## config.mk

```make
export PLATFORM = sky130hd
export DESIGN_NAME = fact_job_sched
export DESIGN_NICKNAME = d
export VERILOG_FILES = /design/src/rtl/fact_job_sched_pkg.sv /design/src/rtl/fact_job_sched_rr_arbiter.sv /design/src/rtl/fact_job_sched.sv
export SDC_FILE = /design/constraint.sdc
export NUM_CORES = 1
export LEC_CHECK = 0
export BUFFER_PORTS_ARGS = -buffer_cell sky130_fd_sc_hd__buf_2
export CAP_MARGIN = 25
export CORE_MARGIN = 4
export CORE_UTILIZATION = 47
export CTS_BUF_LIST = sky130_fd_sc_hd__clkbuf_8
export CTS_CLUSTER_SIZE = 8
export DETAILED_ROUTE_END_ITERATION = 10
export GPL_ROUTABILITY_DRIVEN = 0
export GPL_TIMING_DRIVEN = 0
export MAX_ROUTING_LAYER = met4
export PLACE_DENSITY = 0.79
export SLEW_MARGIN = 15
export SYNTH_ARGS = -nofsm -noshare
export SYNTH_HDL_FRONTEND = slang
export SYNTH_SLANG_ARGS = --single-unit
```

## constraint.sdc

```tcl
create_clock -name clk -period 1.7 [get_ports clk]
set_input_delay 0.085 -clock clk [delete_from_list [all_inputs] [get_ports clk]]
set_output_delay 0.085 -clock clk [all_outputs]
set_load 0.005 [all_outputs]
```

## src/rtl/fact_job_sched_pkg.sv

```systemverilog
// Shared definitions for the factorial job scheduler:
// fact_top register map, status bits and FSM encoding.
package fact_job_sched_pkg;

  localparam logic [1:0] FACT_A_N    = 2'b00;
  localparam logic [1:0] FACT_A_GO   = 2'b01;
  localparam logic [1:0] FACT_A_STAT = 2'b10;
  localparam logic [1:0] FACT_A_RES  = 2'b11;

  localparam int FACT_STAT_DONE = 0;
  localparam int FACT_STAT_ERR  = 1;

  typedef enum logic [2:0] {
    S_IDLE   = 3'd0,
    S_WR_N   = 3'd1,
    S_WR_GO  = 3'd2,
    S_POLL   = 3'd3,
    S_RD_RES = 3'd4,
    S_WR_CLR = 3'd5,
    S_RESP   = 3'd6
  } state_e;

endpackage

```

## src/rtl/fact_job_sched_rr_arbiter.sv

```systemverilog
// Combinational round-robin arbiter: grants the first
// requester at or after ptr, wrapping to index 0.
module rr_arbiter #(
  parameter int NUM_REQ = 2,
  localparam int IDW = $clog2(NUM_REQ)
) (
  input  logic [NUM_REQ-1:0] req,
  input  logic [IDW-1:0]     ptr,
  output logic [NUM_REQ-1:0] gnt,
  output logic [IDW-1:0]     gnt_id
);

  logic found;

  always_comb begin
    gnt    = '0;
    gnt_id = '0;
    found  = 1'b0;
    for (int i = 0; i < NUM_REQ; i++) begin
      int j;
      j = int'(ptr) + i;
      if (j >= NUM_REQ) j -= NUM_REQ;
      if (!found && req[j]) begin
        found  = 1'b1;
        gnt[j] = 1'b1;
        gnt_id = IDW'(j);
      end
    end
  end

endmodule

```

## src/rtl/fact_job_sched.sv

```systemverilog
// Round-robin job scheduler driving the fact_top register
// protocol on behalf of NUM_REQ clients.
module fact_job_sched
  import fact_job_sched_pkg::*;
#(
  parameter int NUM_REQ      = 2,
  parameter int N_W          = 4,
  parameter int RES_W        = 32,
  parameter int POLL_TIMEOUT = 255
) (
  input  logic                   clk,
  input  logic                   rst,
  input  logic [NUM_REQ-1:0]     req,
  input  logic [NUM_REQ*N_W-1:0] req_n,
  output logic [NUM_REQ-1:0]     ack,
  output logic [RES_W-1:0]       rsp_result,
  output logic                   rsp_err,
  output logic                   rsp_timeout,
  output logic                   busy,
  output logic [1:0]             acc_A,
  output logic                   acc_WE,
  output logic [N_W-1:0]         acc_WD,
  input  logic [RES_W-1:0]       acc_RD
);

  localparam int IDW = $clog2(NUM_REQ);
  localparam int PCW = $clog2(POLL_TIMEOUT + 1);

  state_e             state_q, state_d;
  logic [IDW-1:0]     cur_id_q, cur_id_d;
  logic [IDW-1:0]     rr_ptr_q, rr_ptr_d;
  logic [N_W-1:0]     n_lat_q, n_lat_d;
  logic [RES_W-1:0]   res_lat_q, res_lat_d;
  logic               err_q, err_d;
  logic               to_q, to_d;
  logic [PCW-1:0]     poll_cnt_q, poll_cnt_d;

  logic [NUM_REQ-1:0] gnt;
  logic [IDW-1:0]     gnt_id;
  logic [N_W-1:0]     n_sel;

  rr_arbiter #(
    .NUM_REQ(NUM_REQ)
  ) u_arb (
    .req   (req),
    .ptr   (rr_ptr_q),
    .gnt   (gnt),
    .gnt_id(gnt_id)
  );

  always_comb begin
    n_sel = '0;
    for (int i = 0; i < NUM_REQ; i++) begin
      if (gnt[i]) n_sel = n_sel | req_n[i*N_W +: N_W];
    end
  end

  always_ff @(posedge clk or posedge rst) begin
    if (rst) begin
      state_q    <= S_IDLE;
      cur_id_q   <= '0;
      rr_ptr_q   <= '0;
      n_lat_q    <= '0;
      res_lat_q  <= '0;
      err_q      <= 1'b0;
      to_q       <= 1'b0;
      poll_cnt_q <= '0;
    end else begin
      state_q    <= state_d;
      cur_id_q   <= cur_id_d;
      rr_ptr_q   <= rr_ptr_d;
      n_lat_q    <= n_lat_d;
      res_lat_q  <= res_lat_d;
      err_q      <= err_d;
      to_q       <= to_d;
      poll_cnt_q <= poll_cnt_d;
    end
  end

  always_comb begin
    state_d    = state_q;
    cur_id_d   = cur_id_q;
    rr_ptr_d   = rr_ptr_q;
    n_lat_d    = n_lat_q;
    res_lat_d  = res_lat_q;
    err_d      = err_q;
    to_d       = to_q;
    poll_cnt_d = poll_cnt_q;
    unique case (state_q)
      S_IDLE: begin
        if (|req) begin
          cur_id_d  = gnt_id;
          n_lat_d   = n_sel;
          res_lat_d = '0;
          err_d     = 1'b0;
          to_d      = 1'b0;
          state_d   = S_WR_N;
        end
      end
      S_WR_N: state_d = S_WR_GO;
      S_WR_GO: begin
        poll_cnt_d = '0;
        state_d    = S_POLL;
      end
      S_POLL: begin
        if (acc_RD[FACT_STAT_DONE]) begin
          err_d   = acc_RD[FACT_STAT_ERR];
          state_d = S_RD_RES;
        end else if (poll_cnt_q == PCW'(POLL_TIMEOUT - 1)) begin
          to_d      = 1'b1;
          err_d     = 1'b1;
          res_lat_d = '0;
          state_d   = S_WR_CLR;
        end else if (poll_cnt_q != '1) begin
          poll_cnt_d = poll_cnt_q + PCW'(1);
        end
      end
      S_RD_RES: begin
        res_lat_d = acc_RD;
        state_d   = S_WR_CLR;
      end
      S_WR_CLR: state_d = S_RESP;
      S_RESP: begin
        rr_ptr_d = (cur_id_q == IDW'(NUM_REQ - 1)) ?
                   '0 : cur_id_q + IDW'(1);
        state_d  = S_IDLE;
      end
      default: state_d = S_IDLE;
    endcase
  end

  // Bus signals are a pure decode of the registered state
  always_comb begin
    acc_A       = '0;
    acc_WE      = 1'b0;
    acc_WD      = '0;
    ack         = '0;
    rsp_result  = '0;
    rsp_err     = 1'b0;
    rsp_timeout = 1'b0;
    busy        = (state_q != S_IDLE);
    unique case (state_q)
      S_WR_N: begin
        acc_A  = FACT_A_N;
        acc_WE = 1'b1;
        acc_WD = n_lat_q;
      end
      S_WR_GO: begin
        acc_A  = FACT_A_GO;
        acc_WE = 1'b1;
        acc_WD = N_W'(1);
      end
      S_POLL:   acc_A = FACT_A_STAT;
      S_RD_RES: acc_A = FACT_A_RES;
      S_WR_CLR: begin
        acc_A  = FACT_A_GO;
        acc_WE = 1'b1;
      end
      S_RESP: begin
        ack[cur_id_q] = 1'b1;
        rsp_result    = res_lat_q;
        rsp_err       = err_q;
        rsp_timeout   = to_q;
      end
      default: ;
    endcase
  end

endmodule

```

### Word level (Yosys, flattened, before mapping)

Cells that the tools add are included.

| word-level totals | value |
|---|---|
| bits in registers | 51 |
| input port bits | 44 |
| output and inout bits | 44 |
| word-level logic and storage cells | 103 |

| operators by class | value |
|---|---|
| add/sub/neg operators | 5 |
| magnitude comparators | 8 |
| equality and inequality tests | 14 |
| mux-type cells | 47 |
| bitwise operators | 2 |
| reduce and logical (&&, ||, !) cells | 19 |

Operator list:

| operator | count |
|---|---|
| $mux W32 | 6 |
| $pmux W32 S3 | 1 |
| $ge A32 B1 Y1 const B | 2 |
| $lt A32 B3 Y1 const B | 2 |
| $ge A32 B3 Y1 const B | 1 |
| $sub A32 B3 Y32 const B | 1 |
| $mux W8 | 3 |
| $mux W1 | 20 |
| $pmux W3 S6 | 1 |
| $pmux W8 S2 | 1 |
| $reduce_and A4 Y1 | 3 |
| $ne A2 B2 Y1 const B | 5 |
| $eq A3 B3 Y1 const B | 3 |
| $mux W3 | 3 |
| $add A8 B1 Y8 const B | 1 |
| $eq A8 B8 Y1 const B | 1 |
| $mux W4 | 2 |
| $ne A8 B8 Y1 const B | 1 |
| $pmux W4 S2 | 1 |
| $eq A3 B2 Y1 const B | 2 |
| $mux W2 | 3 |
| $pmux W2 S3 | 1 |
| $reduce_bool A3 Y1 | 2 |
| $logic_and A1 B1 Y1 | 4 |
| 19 further kinds | 25 |

### Logic depth before layout (Yosys ltp)

Gate-level depths: netlist of the first run.

| logic depth | value |
|---|---|
| depth after elaboration | 12 |
| depth in mapped cells | 7 |
| gate-level depth less buffers | 6 |

### Modules after synthesis

Synthesis of the first run repeated with hierarchy kept, for this count alone.

| unflattened totals | value |
|---|---|
| cell total of the unflattened synthesis | 247 |
| area total of the unflattened synthesis | 2,606.2 um^2 |

Modules (own cells, without submodules):

| module | times used | cells an instance | area an instance (um^2) | seq. area each (um^2) |
|---|---|---|---|---|
| fact_job_sched | 1 | 243 | 2,576.2 | 1,276.2 |
| rr_arbiter | 1 | 4 | 30.0 | 0.0 |

### Worst setup path before layout of the first run

Ideal clock, no wire load.

| timing path | value |
|---|---|
| path type | reg2reg |
| start point | reg poll_cnt_q[0] |
| end point | reg poll_cnt_q[5] |
| setup time | 0.077 ns |
| arrival time | 1.608 ns |
| required time | 1.623 ns |
| setup slack | 0.014 ns |
| stages on the path, launching flop included | 7 |
| path buffers | 0 |
| clock period less this slack | 1.686 ns |
| cells stage by stage | dfrtp_1 inv_1 ha_1 and3b_1 o211a_1 or4_1 a21oi_1 |

| between the ends | value |
|---|---|
| cells in the longest elaborated chain, start to end | 5 |
| elaborated cells between the ends (all ways) | 10 |
| classes of those cells | add/sub (1); eq/ne (4); mux (4); reduce/logical (1) |

Ends and longest elaborated chain:

| what | line | RTL |
|---|---|---|
| from (decl) | fact_job_sched.sv:36 | `logic [PCW-1:0] poll_cnt_q, poll_cnt_d;` |
| from (signal assigned) | fact_job_sched.sv:76 | `poll_cnt_q <= poll_cnt_d;` |
| $add A8 B1 Y8 | fact_job_sched.sv:115 | `poll_cnt_d = poll_cnt_q + PCW'(1);` |
| $mux W8 | fact_job_sched.sv:114 | `end else if (poll_cnt_q != '1) begin` |
| $mux W8 | fact_job_sched.sv:109 | `end else if (poll_cnt_q == PCW'(POLL_TIMEOUT - 1)) begin` |
| $mux W8 | fact_job_sched.sv:106 | `if (acc_RD[FACT_STAT_DONE]) begin` |
| $pmux W8 S2 | fact_job_sched.sv:89 | `unique case (state_q)` |

Several ways; a longest one is shown, not always the timed one. The select of a mux whose other input is x is not followed.
A chain may end at the register's enable or synchronous reset.

### Final worst setup path of the first run

| timing path | value |
|---|---|
| start point | reg poll_cnt_q[0] |
| end point | reg poll_cnt_q[3] |

The elaborated chain is that of the path after synthesis.

==> metrics.yaml, run 1 <==
power:
  power_density_over_the_cells_nw_per_um2: 1340
  power.switching_fraction: 0.386
  total_leakage_power_nw: 2.04
  total_switching_power_mw: 2.01
  pwr-share-clk: 0.133
  vdd_ir_drop_max_mv: 0.885
  design_power_total_mw: 5.20
  internal_power_mw: 3.19
  p_seq_frac: 0.356
  comb_power_share: 0.511
drt:
  initialDrtViolationCount: 256
  ant_nets: 0
  routed_via_density: 5.99
  finalWirelength_mm: 8.67
  via_count: 2707
  post_drt_wl_per_cell_um: 19.2
  firstDrtPassIters: 5
  route.detailed.drc: 0
grt:
  global_route.usage.total: 0.231
  grt_antenna_before_repair: 0
  overflow: 0
  maximum_number_of_pins_on_one_net_before_global_route_repair: 34
  grt_first_pass_wirelength_mm: 11.9
  number_of_global_route_vias_before_repair: 2490
clock_tree:
  path_clk_slew_ns: 0.10
  htree_num_levels: 2
  clock_latency_ns: 0.31
  clock-sinks: 51
  cts-root-buf: "sky130_fd_sc_hd__clkbuf_8"
  tritoncts_buffer_count: 5
  cts_tree: "built"
  clk_path_buf_depth: 2
critical_path:
  rr_endpoint: "poll_cnt_q[3]"
  worstSetupEndpointType: "flip-flop"
  critical_path_class: "flip-flop to flip-flop"
  worstPathRequired_ns: 1.89
  worstPathMaxFanout: 5
  reg2reg_from: "poll_cnt_q[0]"
  crit_path_start_kind: "flip-flop"
  worstSetupStartpoint: "poll_cnt_q[0]"
  r2r.worst_path.cells: 6
  rrSetupSlack_ns: -0.04
  worst_ep_arrival_time_ns: 1.93
die:
  fp.coreArea_um2: 5200
  number_of_core_rows: 26
  die_span_in_x_um: 81.9
  floorplan.io_pins: 88
  dieArea_um2: 6710
  die_height_um: 81.9
  floorplan.initialDensity: 0.493
status:
  failing_checks: "negative hold slack, negative setup slack"
  status: "finished, violations left"
logic_synthesis:
  synth_area_per_cell_um2: 10.3
  synthFlopType: "sky130_fd_sc_hd__dfrtp_1"
  synth_largest_type_area_fraction: 0.497
  netlist.top_cell.by_area: "sky130_fd_sc_hd__dfrtp_1"
  library_cell_with_the_highest_instance_count_after_synthesis: "sky130_fd_sc_hd__dfrtp_1"
  synth.yosys.seq_area_share: 0.497
  post_synthesis_instance_area_um2: 2570
  yosysUniqueCellTypes: 47
  mappedNetlistNets: 295
  synth.ff_latch_count: 51
  ys_top_cells_by_count: "sky130_fd_sc_hd__dfrtp_1, sky130_fd_sc_hd__and3_1, sky130_fd_sc_hd__a22o_1"
  synthArstFlopShare: 1.00
  synth-edff-count: 0
  yosys_warnings: 0
  postSynthCellCount: 249
  synth_top_cells_by_area: "sky130_fd_sc_hd__dfrtp_1, sky130_fd_sc_hd__a22o_1, sky130_fd_sc_hd__and3_1, sky130_fd_sc_hd__nand2_1, sky130_fd_sc_hd__nand2b_1"
placement:
  placed_instance_count: 406
  place_worst_setup_slack_ns: -0.164
  dp_hpwl_mm: 5.12
  port-buffer-count: 86
min_path:
  worst_case_hold_path_end_point: "res_lat_q[17]"
  worstHoldPathCells: 2
  hold_start: "acc_RD[17]"
  hp-class: "primary input to flip-flop"
timing:
  highest_achievable_clock_rate_ghz: 0.575
  final_critical_path_setup_slack_ns: -0.0399
  least_margin_pin_slew_ns: 0.498
  finalSetupViolCount: 17
  hold_violations: 6
  maxSlewViolCount: 0
  clock_skew_ns: 0.0135
  max_slew_margin: 0.668
  rsz0062_at_grt: "true"
  final.setup.tns_ns: -0.202
  finalWorstPathRequiredPeriod_ns: 1.74
  timing.final.crit_share: 1.02
  hold_ws_ns: -0.0139
run:
  drv_cap: 0
layout:
  antennaDiodeCount: 0
  final.fill_count: 359
  instances_no_fill: 452
  post_route_cells_drive_above_1_share: 0.466
  nets: 428
  areaGrowthSynthToFinish_pct: 50.7
## power by group through the flow
stage                     logic [mW]  registers (mW)  clock network [mW]
after floorplan                 1.20            1.75                   0
final                           2.66            1.85               0.691
after CTS                       2.16            1.79               0.681
after global routing            2.84            1.88               0.750
after detailed placement        1.72            1.83                   0
after global placement          1.66            1.81                   0
## per-layer routing
metal  routed length [um]  global-route usage  part of all wire
met4                  184              0.0681             0.021
met1                 3550               0.312              0.41
met5                    0                   -                 0
met3                  585              0.0263             0.068
met2                 4340               0.369              0.50
## flip-flops by register name, indices dropped and copies added (netlist names)
register	flops
cur_id_q	1
err_q	1
n_lat_q	4
poll_cnt_q	8
res_lat_q	32
rr_ptr_q	1
state_q	3
to_q	1
## placed cells by master (no fill, tap or decap), types with 6 or more instances in the layout
master | Yosys | final
sky130_fd_sc_hd__and3_4 | 0 | 9
sky130_fd_sc_hd__nand2b_1 | 8 | 7
sky130_fd_sc_hd__nand2_1 | 14 | 14
sky130_fd_sc_hd__nor2_1 | 9 | 7
sky130_fd_sc_hd__dfrtp_1 | 51 | 46
sky130_fd_sc_hd__buf_2 | 9 | 80
sky130_fd_sc_hd__clkbuf_2 | 1 | 6
sky130_fd_sc_hd__buf_6 | 1 | 20
sky130_fd_sc_hd__a22o_1 | 32 | 32
sky130_fd_sc_hd__dlygate4sd3_1 | 0 | 16
sky130_fd_sc_hd__buf_4 | 0 | 18
sky130_fd_sc_hd__and3_1 | 35 | 26
sky130_fd_sc_hd__nand3_1 | 10 | 8
## worst max-delay path: stages (launching register included)
cell and delay [ns]:
sky130_fd_sc_hd__dfrtp_2 0.44, sky130_fd_sc_hd__buf_4 0.17, sky130_fd_sc_hd__ha_4 0.17, sky130_fd_sc_hd__or2_4 0.25, sky130_fd_sc_hd__a41o_1 0.29, sky130_fd_sc_hd__o211ai_1 0.21
sky130_fd_sc_hd__nand3_1 0.10
## cell families after synthesis
kind of cell / synth area share
buffers and inverters: 0.0487
AND/OR/NAND/NOR: 0.242
adder cells (fa/ha/maj): 0.00975
AO/OA/AOI/OAI: 0.198
multiplexers: 0.00390
flip-flops: 0.497
## what timing repair did
action	4_1_cts	5_1_grt
gates cloned	0	3
hold buffers	12	4
endpoints found under the hold margin	29	4
pin swaps	4	10
gates resized for setup	38	61
endpoints found under the setup margin	72	77
buffers inserted	10	12
## cell type report
type | count | area, um2 | share of cell area
tap | 70 | 87.6 | 0.0226
multi-input combinational | 170 | 1320 | 0.340
clock inverter | 2 | 13.8 | 0.00356
sequential | 51 | 1280 | 0.331
timing repair buffer | 128 | 866 | 0.224
buffer | 21 | 215 | 0.0556
clock buffer | 5 | 68.8 | 0.0178
inverter | 5 | 18.8 | 0.00485
## how the worst max path moves through the flow
stage / endpoint / slack, ns / depth (start not counted)
6_report: poll_cnt_q[3] / -0.04 / 6
5_1_grt: poll_cnt_q[5] / -0.1 / 6
4_1_cts: poll_cnt_q[7] / -0.02 / 5
3_5_place_dp: poll_cnt_q[5] / -0.16 / 6
3_3_place_gp: res_lat_q[21] / -0.25 / 2
2_1_floorplan: poll_cnt_q[5] / 0.01 / 6
## metrics by stage
stage	util	instance area (um2)
final	0.744	3870
after global routing	0.744	3870
after CTS	0.677	3520
after detailed placement	0.597	3110
after global placement	0.593	3090
after floorplan	-	2570
(Power assumes the default switching activity.)
==> run 2, diff against run 1 <==
CORE_UTILIZATION = 54   (was 47)
PLACE_DENSITY = 0.85   (was 0.79)
clock period = 2.2 ns   (was 1.7 ns; I/O delays follow)
==> metrics.yaml, run 2 (synthesis results as in run 1) <==
layout:
  largest_register_ffs: 32  # unchanged
  nets: 389  # -9.1%
  areaGrowthSynthToFinish_pct: 24.6
  post_route_cells_drive_above_1_share: 0.329  # -0.137
  layout.cells.most_common: "sky130_fd_sc_hd__buf_2"
  final_cell_mix: "sky130_fd_sc_hd__buf_2, sky130_fd_sc_hd__dfrtp_1, sky130_fd_sc_hd__and3_1, sky130_fd_sc_hd__a22o_1, sky130_fd_sc_hd__nand2_1"
  antennaDiodeCount: 0  # unchanged
  biggest_registers_after_layout: "res_lat_q: 32 flops, poll_cnt_q: 8 flops, n_lat_q: 4 flops"
  largest-register: "res_lat_q"
drt:
  ant_nets: 0  # unchanged
  initialDrtViolationCount: 267  # +4.3%
  routed_via_density: 6.00  # +0.23%
  finalWirelength_mm: 6.53  # -25%
  route.detailed.drc: 0  # unchanged
  firstDrtPassIters: 4  # -1
  via_count: 2371  # -12%
  post_drt_wl_per_cell_um: 16.5  # -14%
power:
  p_seq_frac: 0.417  # +0.061
  power_density_over_the_cells_nw_per_um2: 1050  # -22%
  power.switching_fraction: 0.372  # -0.0146
  pwr-share-clk: 0.188  # +0.055
  design_power_total_mw: 3.36  # -35%
  total_leakage_power_nw: 1.81  # -11%
  comb_power_share: 0.394  # -0.117
  internal_power_mw: 2.11  # -34%
  vdd_ir_drop_max_mv: 0.648  # -27%
  total_switching_power_mw: 1.25  # -38%
clock_tree:
  cts.repair_timing.setup_buffer_count: 0  # -10
  htree_num_levels: 2  # unchanged
  clock_latency_ns: 0.30  # about the same
  cts-root-buf: "sky130_fd_sc_hd__clkbuf_8"
  clk_path_buf_depth: 2  # unchanged
  tritoncts_buffer_count: 5  # unchanged
  clock-sinks: 51  # unchanged
  cts_tree: "built"
  path_clk_slew_ns: 0.09  # about the same
timing:
  max_slew_margin: 0.595  # -0.0735
  maxSlewViolCount: 0  # unchanged
  final.setup.tns_ns: 0  # +0.202 ns
  finalSetupViolCount: 0  # -17
  final_critical_path_setup_slack_ns: 0.181  # +0.220 ns
  rsz0062_at_grt: "false"
  least_margin_pin_slew_ns: 0.604  # +0.106 ns
  clock_skew_ns: 0.00621  # -0.00726 ns
  finalWorstPathRequiredPeriod_ns: 2.02
  highest_achievable_clock_rate_ghz: 0.495
  timing.final.crit_share: 0.918
  hold_violations: 0  # -6
grt:
  grt_antenna_before_repair: 0  # unchanged
  grt_first_pass_wirelength_mm: 11.1  # -7.0%
  maximum_number_of_pins_on_one_net_before_global_route_repair: 34  # unchanged
  global_route.usage.total: 0.238  # +0.00652
  number_of_global_route_vias_before_repair: 2353  # -5.5%
  overflow: 0  # unchanged
critical_path:
  timing.critical_path.slowest_stage_cell: "sky130_fd_sc_hd__dfrtp_1"
  worst_ep_arrival_time_ns: 1.91  # -0.02 ns
  r2r.worst_path.cells: 6  # unchanged
  critical_path_cell_by_cell: "buf_2 > nor2b_1 > buf_2 > clkbuf_2 > and3_1 > buf_2"
  timing.critical_path.slowest_cell_delay_ns: 0.41  # -0.03 ns
  crit_path_start_kind: "flip-flop"
  crit_path_frequent_cell: "sky130_fd_sc_hd__buf_2"
  worstSetupEndpointType: "output port"
  worstPathMaxFanout: 10  # +5
  critical_path_class: "flip-flop to output port"
  worstPathRequired_ns: 2.09  # +0.20 ns
die:
  number_of_core_rows: 24  # -7.7%
  floorplan.initialDensity: 0.574  # +0.0806
  dieArea_um2: 5920  # -12%
  floorplan.io_pins: 88  # unchanged
  die_height_um: 77.0  # -6.0%
  die_span_in_x_um: 77.0  # -6.0%
  fp.coreArea_um2: 4470  # -14%
min_path:
  worstHoldPathCells: 2  # unchanged
  hp-class: "primary input to flip-flop"
placement:
  place_worst_setup_slack_ns: 0.345  # +0.509 ns
  dp_hpwl_mm: 4.79  # -6.5%
  port-buffer-count: 86  # unchanged
run:
  drv_cap: 0  # unchanged
status:
  status: "complete, no violations"
run 2: cell count changes in the layout (fill, tap and decap cells not counted), moves of 9 or more:
cell	change
sky130_fd_sc_hd__buf_2	+16
sky130_fd_sc_hd__buf_4	-18
sky130_fd_sc_hd__dlygate4sd3_1	-15
sky130_fd_sc_hd__and3_1	+9
sky130_fd_sc_hd__and3_4	-9
sky130_fd_sc_hd__buf_6	-19
run 2: worst max-delay path: cells and delay by family (launching register included):
kind	cells	cell delay [ns]
buf+inv	4	0.80
flops	1	0.41
simple gates	2	0.40
run 2: metrics by stage:
stage	instance area (um2)	hold slack [ns]	cells	utilization
finish	3200	0.0177	395	0.715
global route	3200	0.000461	395	0.715
CTS	3200	0.00841	396	0.715
detailed placement	3080	0.130	388	0.689
global placement	3060	0.326	387	0.685
floorplan	2570	0.243	249	-
run 2: area by class of cell:
cell class / count / area (um2)
timing repair buffer: 88 / 460
tap: 52 / 65.1
multi-input combinational: 170 / 1170
inverter: 5 / 18.8
fill: 334 / 1270
clock buffer: 5 / 68.8
buffer: 22 / 106
sequential: 51 / 1280
clock inverter: 2 / 37.5
run 2: power by group through the flow:
stage / registers [mW] / clock network (mW) / logic [mW]
6_report: 1.40 / 0.632 / 1.32
5_1_grt: 1.44 / 0.679 / 1.50
3_3_place_gp: 1.40 / 0 / 1.28
3_5_place_dp: 1.41 / 0 / 1.31
4_1_cts: 1.40 / 0.642 / 1.32
2_1_floorplan: 1.35 / 0 / 0.930
run 2: what timing repair did:
| item | CTS | global route |
|---|---|---|
| hold endpoints to repair | 18 | 0 |
| setup endpoints to repair | 0 | 31 |
| gates resized for setup | 0 | 7 |
| hold buffers | 1 | 0 |
run 2: routing by layer:
| metal | GRT usage | up-vias | part of all wire |
|---|---|---|---|
| li1 | - | 1116 | - |
| met1 | 0.312 | 1148 | 0.43 |
| met2 | 0.362 | 92 | 0.48 |
| met3 | 0.0492 | 15 | 0.067 |
| met4 | 0.0960 | 0 | 0.022 |
| met5 | - | - | 0 |
run 2: final timing paths:
| check | start | endpoint | slack [ns] |
|---|---|---|---|
| min in group asynchronous | rst | res_lat_q[29] | 0.34 |
| hold reg to reg | n_lat_q[1] | n_lat_q[1] | 0.49 |
| max in group asynchronous | rst | res_lat_q[9] | 1.35 |
| setup reg to reg | state_q[0] | res_lat_q[6] | 0.28 |
| hold / removal | acc_RD[11] | res_lat_q[11] | 0.02 |
| setup / recovery | state_q[1] | rsp_result[0] | 0.18 |
==> run 3, diff against run 2 <==
CORE_ASPECT_RATIO = 1.25   (was default)
SKIP_CTS_REPAIR_TIMING = 1   (was default)
==> metrics.yaml, run 3 (synthesis results as in run 1) <==
critical_path:
  rrSetupSlack_ns: 0.28  # about the same
  r2r.worst_path.cells: 6  # unchanged
  critical_path_cell_by_cell: "buf_2 > nor2b_1 > buf_2 > clkbuf_2 > and3_1 > buf_2"
  crit_path_start_kind: "flip-flop"
  worstPathMaxFanout: 10  # unchanged
  crit_end: "rsp_result[0]"
  worst-path-stages: 6  # unchanged
  timing.critical_path.slowest_stage_cell: "sky130_fd_sc_hd__dfrtp_1"
  critical_path_class: "flip-flop to output port"
  worstPathRequired_ns: 2.09  # about the same
  worst_ep_arrival_time_ns: 1.94  # +0.03 ns
  reg2reg_from: "state_q[0]"
  worstSetupEndpointType: "output port"
  rr_endpoint: "res_lat_q[7]"
  worstSetupStartpoint: "state_q[1]"
  crit_path_frequent_cell: "sky130_fd_sc_hd__buf_2"
  worst_path_dominant_cell_family: "buffers and inverters"
  timing.critical_path.slowest_cell_delay_ns: 0.41  # about the same
  cp_num_buf_inv: 4  # unchanged
die:
  floorplan.io_pins: 88  # unchanged
  fp.coreArea_um2: 4490  # +0.42%
  floorplan.initialDensity: 0.571  # -0.00240
  die_span_in_x_um: 69.7  # -9.5%
  dieArea_um2: 5930  # +0.11%
  number_of_core_rows: 27  # +13%
  die_height_um: 85.1  # +11%
drt:
  ant_nets: 0  # unchanged
  detail_route.wirelength.met1_mm: 2.84  # +0.39%
  finalWirelength_mm: 6.78  # +3.9%
  route.detailed.drc: 0  # unchanged
  met3WireLength_um: 458  # +4.1%
  via_count: 2365  # -0.25%
  met2RoutedLength_mm: 3.38  # +8.6%
  routed_via_density: 5.88  # -2.0%
  post_drt_wl_per_cell_um: 16.9  # +2.1%
  initialDrtViolationCount: 208  # -22%
  firstDrtPassIters: 4  # unchanged
  top_layer: "met4"
min_path:
  hp-class: "primary input to flip-flop"
  worstHoldPathCells: 2  # unchanged
  hold_start: "acc_RD[8]"
timing:
  finalSetupViolCount: 0  # unchanged
  clock_skew_ns: 0.00576  # -0.000446 ns
  max_slew_margin: 0.617  # +0.0227
  rsz0062_at_grt: "false"
  least_margin_pin_slew_ns: 0.570  # -0.0338 ns
  maxSlewViolCount: 0  # unchanged
  final.setup.tns_ns: 0  # unchanged
  timing.final.crit_share: 0.934  # +0.0158
  finalWorstPathRequiredPeriod_ns: 2.05  # +0.0348 ns
  highest_achievable_clock_rate_ghz: 0.487  # -1.7%
  hold_violations: 0  # unchanged
layout:
  final_cell_mix: "sky130_fd_sc_hd__buf_2, sky130_fd_sc_hd__dfrtp_1, sky130_fd_sc_hd__and3_1, sky130_fd_sc_hd__a22o_1, sky130_fd_sc_hd__nand2_1"
  layout.cells.most_common: "sky130_fd_sc_hd__buf_2"
  antennaDiodeCount: 0  # unchanged
  largest-register: "res_lat_q"
  seqCellArea_um2: 1280  # unchanged
  largest_register_ffs: 32  # unchanged
  post_route_cells_drive_above_1_share: 0.328  # -0.000958
  instances_no_fill: 402  # +1.8%
  areaGrowthSynthToFinish_pct: 24.1
  footprint_of_the_multi_input_gates_um2: 1170  # unchanged
  nets: 389  # unchanged
  final.fill_count: 364  # +9.0%
  biggest_registers_after_layout: "res_lat_q: 32 flops, poll_cnt_q: 8 flops, n_lat_q: 4 flops"
grt:
  number_of_global_route_vias_before_repair: 2381  # +1.2%
  grt_antenna_before_repair: 0  # unchanged
  maximum_number_of_pins_on_one_net_before_global_route_repair: 30  # -12%
  global_route.usage.total: 0.243  # +0.00526
  grt_first_pass_wirelength_mm: 11.5  # +4.0%
  overflow: 0  # unchanged
status:
  status: "complete, no violations"
clock_tree:
  path_clk_slew_ns: 0.09  # about the same
  tritoncts_buffer_count: 5  # unchanged
  clk_path_buf_depth: 2  # unchanged
  htree_num_levels: 2  # unchanged
  cts-root-buf: "sky130_fd_sc_hd__clkbuf_8"
  cts_tree: "built"
  clock-sinks: 51  # unchanged
  clock_latency_ns: 0.30  # about the same
power:
  total_leakage_power_nw: 1.80  # -0.29%
  power_density_over_the_cells_nw_per_um2: 1020  # -2.5%
  vdd_ir_drop_max_mv: 0.727  # +12%
placement:
  dp_hpwl_mm: 5.12  # +6.9%
  port-buffer-count: 86  # unchanged
  placed_instance_count: 394  # +1.5%
run:
  drv_cap: 0  # unchanged
[run 3: cell count changes in the layout (fill, tap and decap cells not counted), sizes merged]
| cell | change |
|---|---|
| buf | -1 |
| bufinv | -1 |
| clkbuf | +1 |
| clkinv | +1 |
| inv | +1 |
[run 3: how the worst min path moves through the flow]
stage | to | slack [ns]
floorplan | res_lat_q[0] | 0.24
global placement | res_lat_q[23] | 0.33
detailed placement | res_lat_q[29] | 0.16
CTS | res_lat_q[16] | -0.17
global route | res_lat_q[28] | 0.008
finish | res_lat_q[8] | 0.02
[run 3: area by class of cell]
cell class | instances | area share
multi-input cells | 170 | 0.366
well taps | 58 | 0.0228
repair buffers | 88 | 0.145
flip-flops and latches | 51 | 0.401
clock buffers | 5 | 0.0216
inverters | 5 | 0.00589
plain buffers | 22 | 0.0334
clock inverters | 3 | 0.00511
[run 3: power breakdown]
| group | total, mW | internal [mW] | switching, mW |
|---|---|---|---|
| clock | 0.528 | 0.218 | 0.310 |
| combinational | 1.33 | 0.558 | 0.774 |
| sequential | 1.40 | 1.22 | 0.181 |
[run 3: stage by stage]
step	power, mW	setup WS, ns	util	hold WS, ns	cell area (um2)
floorplan	2.28	0.514	-	0.243	2570
global placement	2.68	0.249	0.683	0.327	3070
detailed placement	2.73	0.370	0.688	0.163	3090
CTS	3.26	0.0224	0.707	-0.171	3180
global route	3.51	0.0491	0.709	0.00812	3190
finish	3.26	0.146	0.709	0.0165	3190
[run 3: worst register-to-register path, delay by kind of cell, from the launching register on]
kind | cells | cell delay (ns)
flip-flops | 1 | 0.38
AO/OA/AOI/OAI | 1 | 0.21
AND/OR/NAND/NOR | 2 | 0.41
buffers and inverters | 3 | 0.86
[run 3: routing by layer]
layer / up-vias / GRT usage
met5: - / -
met3: 10 / 0.0427
met1: 1146 / 0.308
met2: 92 / 0.400
li1: 1117 / -
met4: 0 / 0.0767
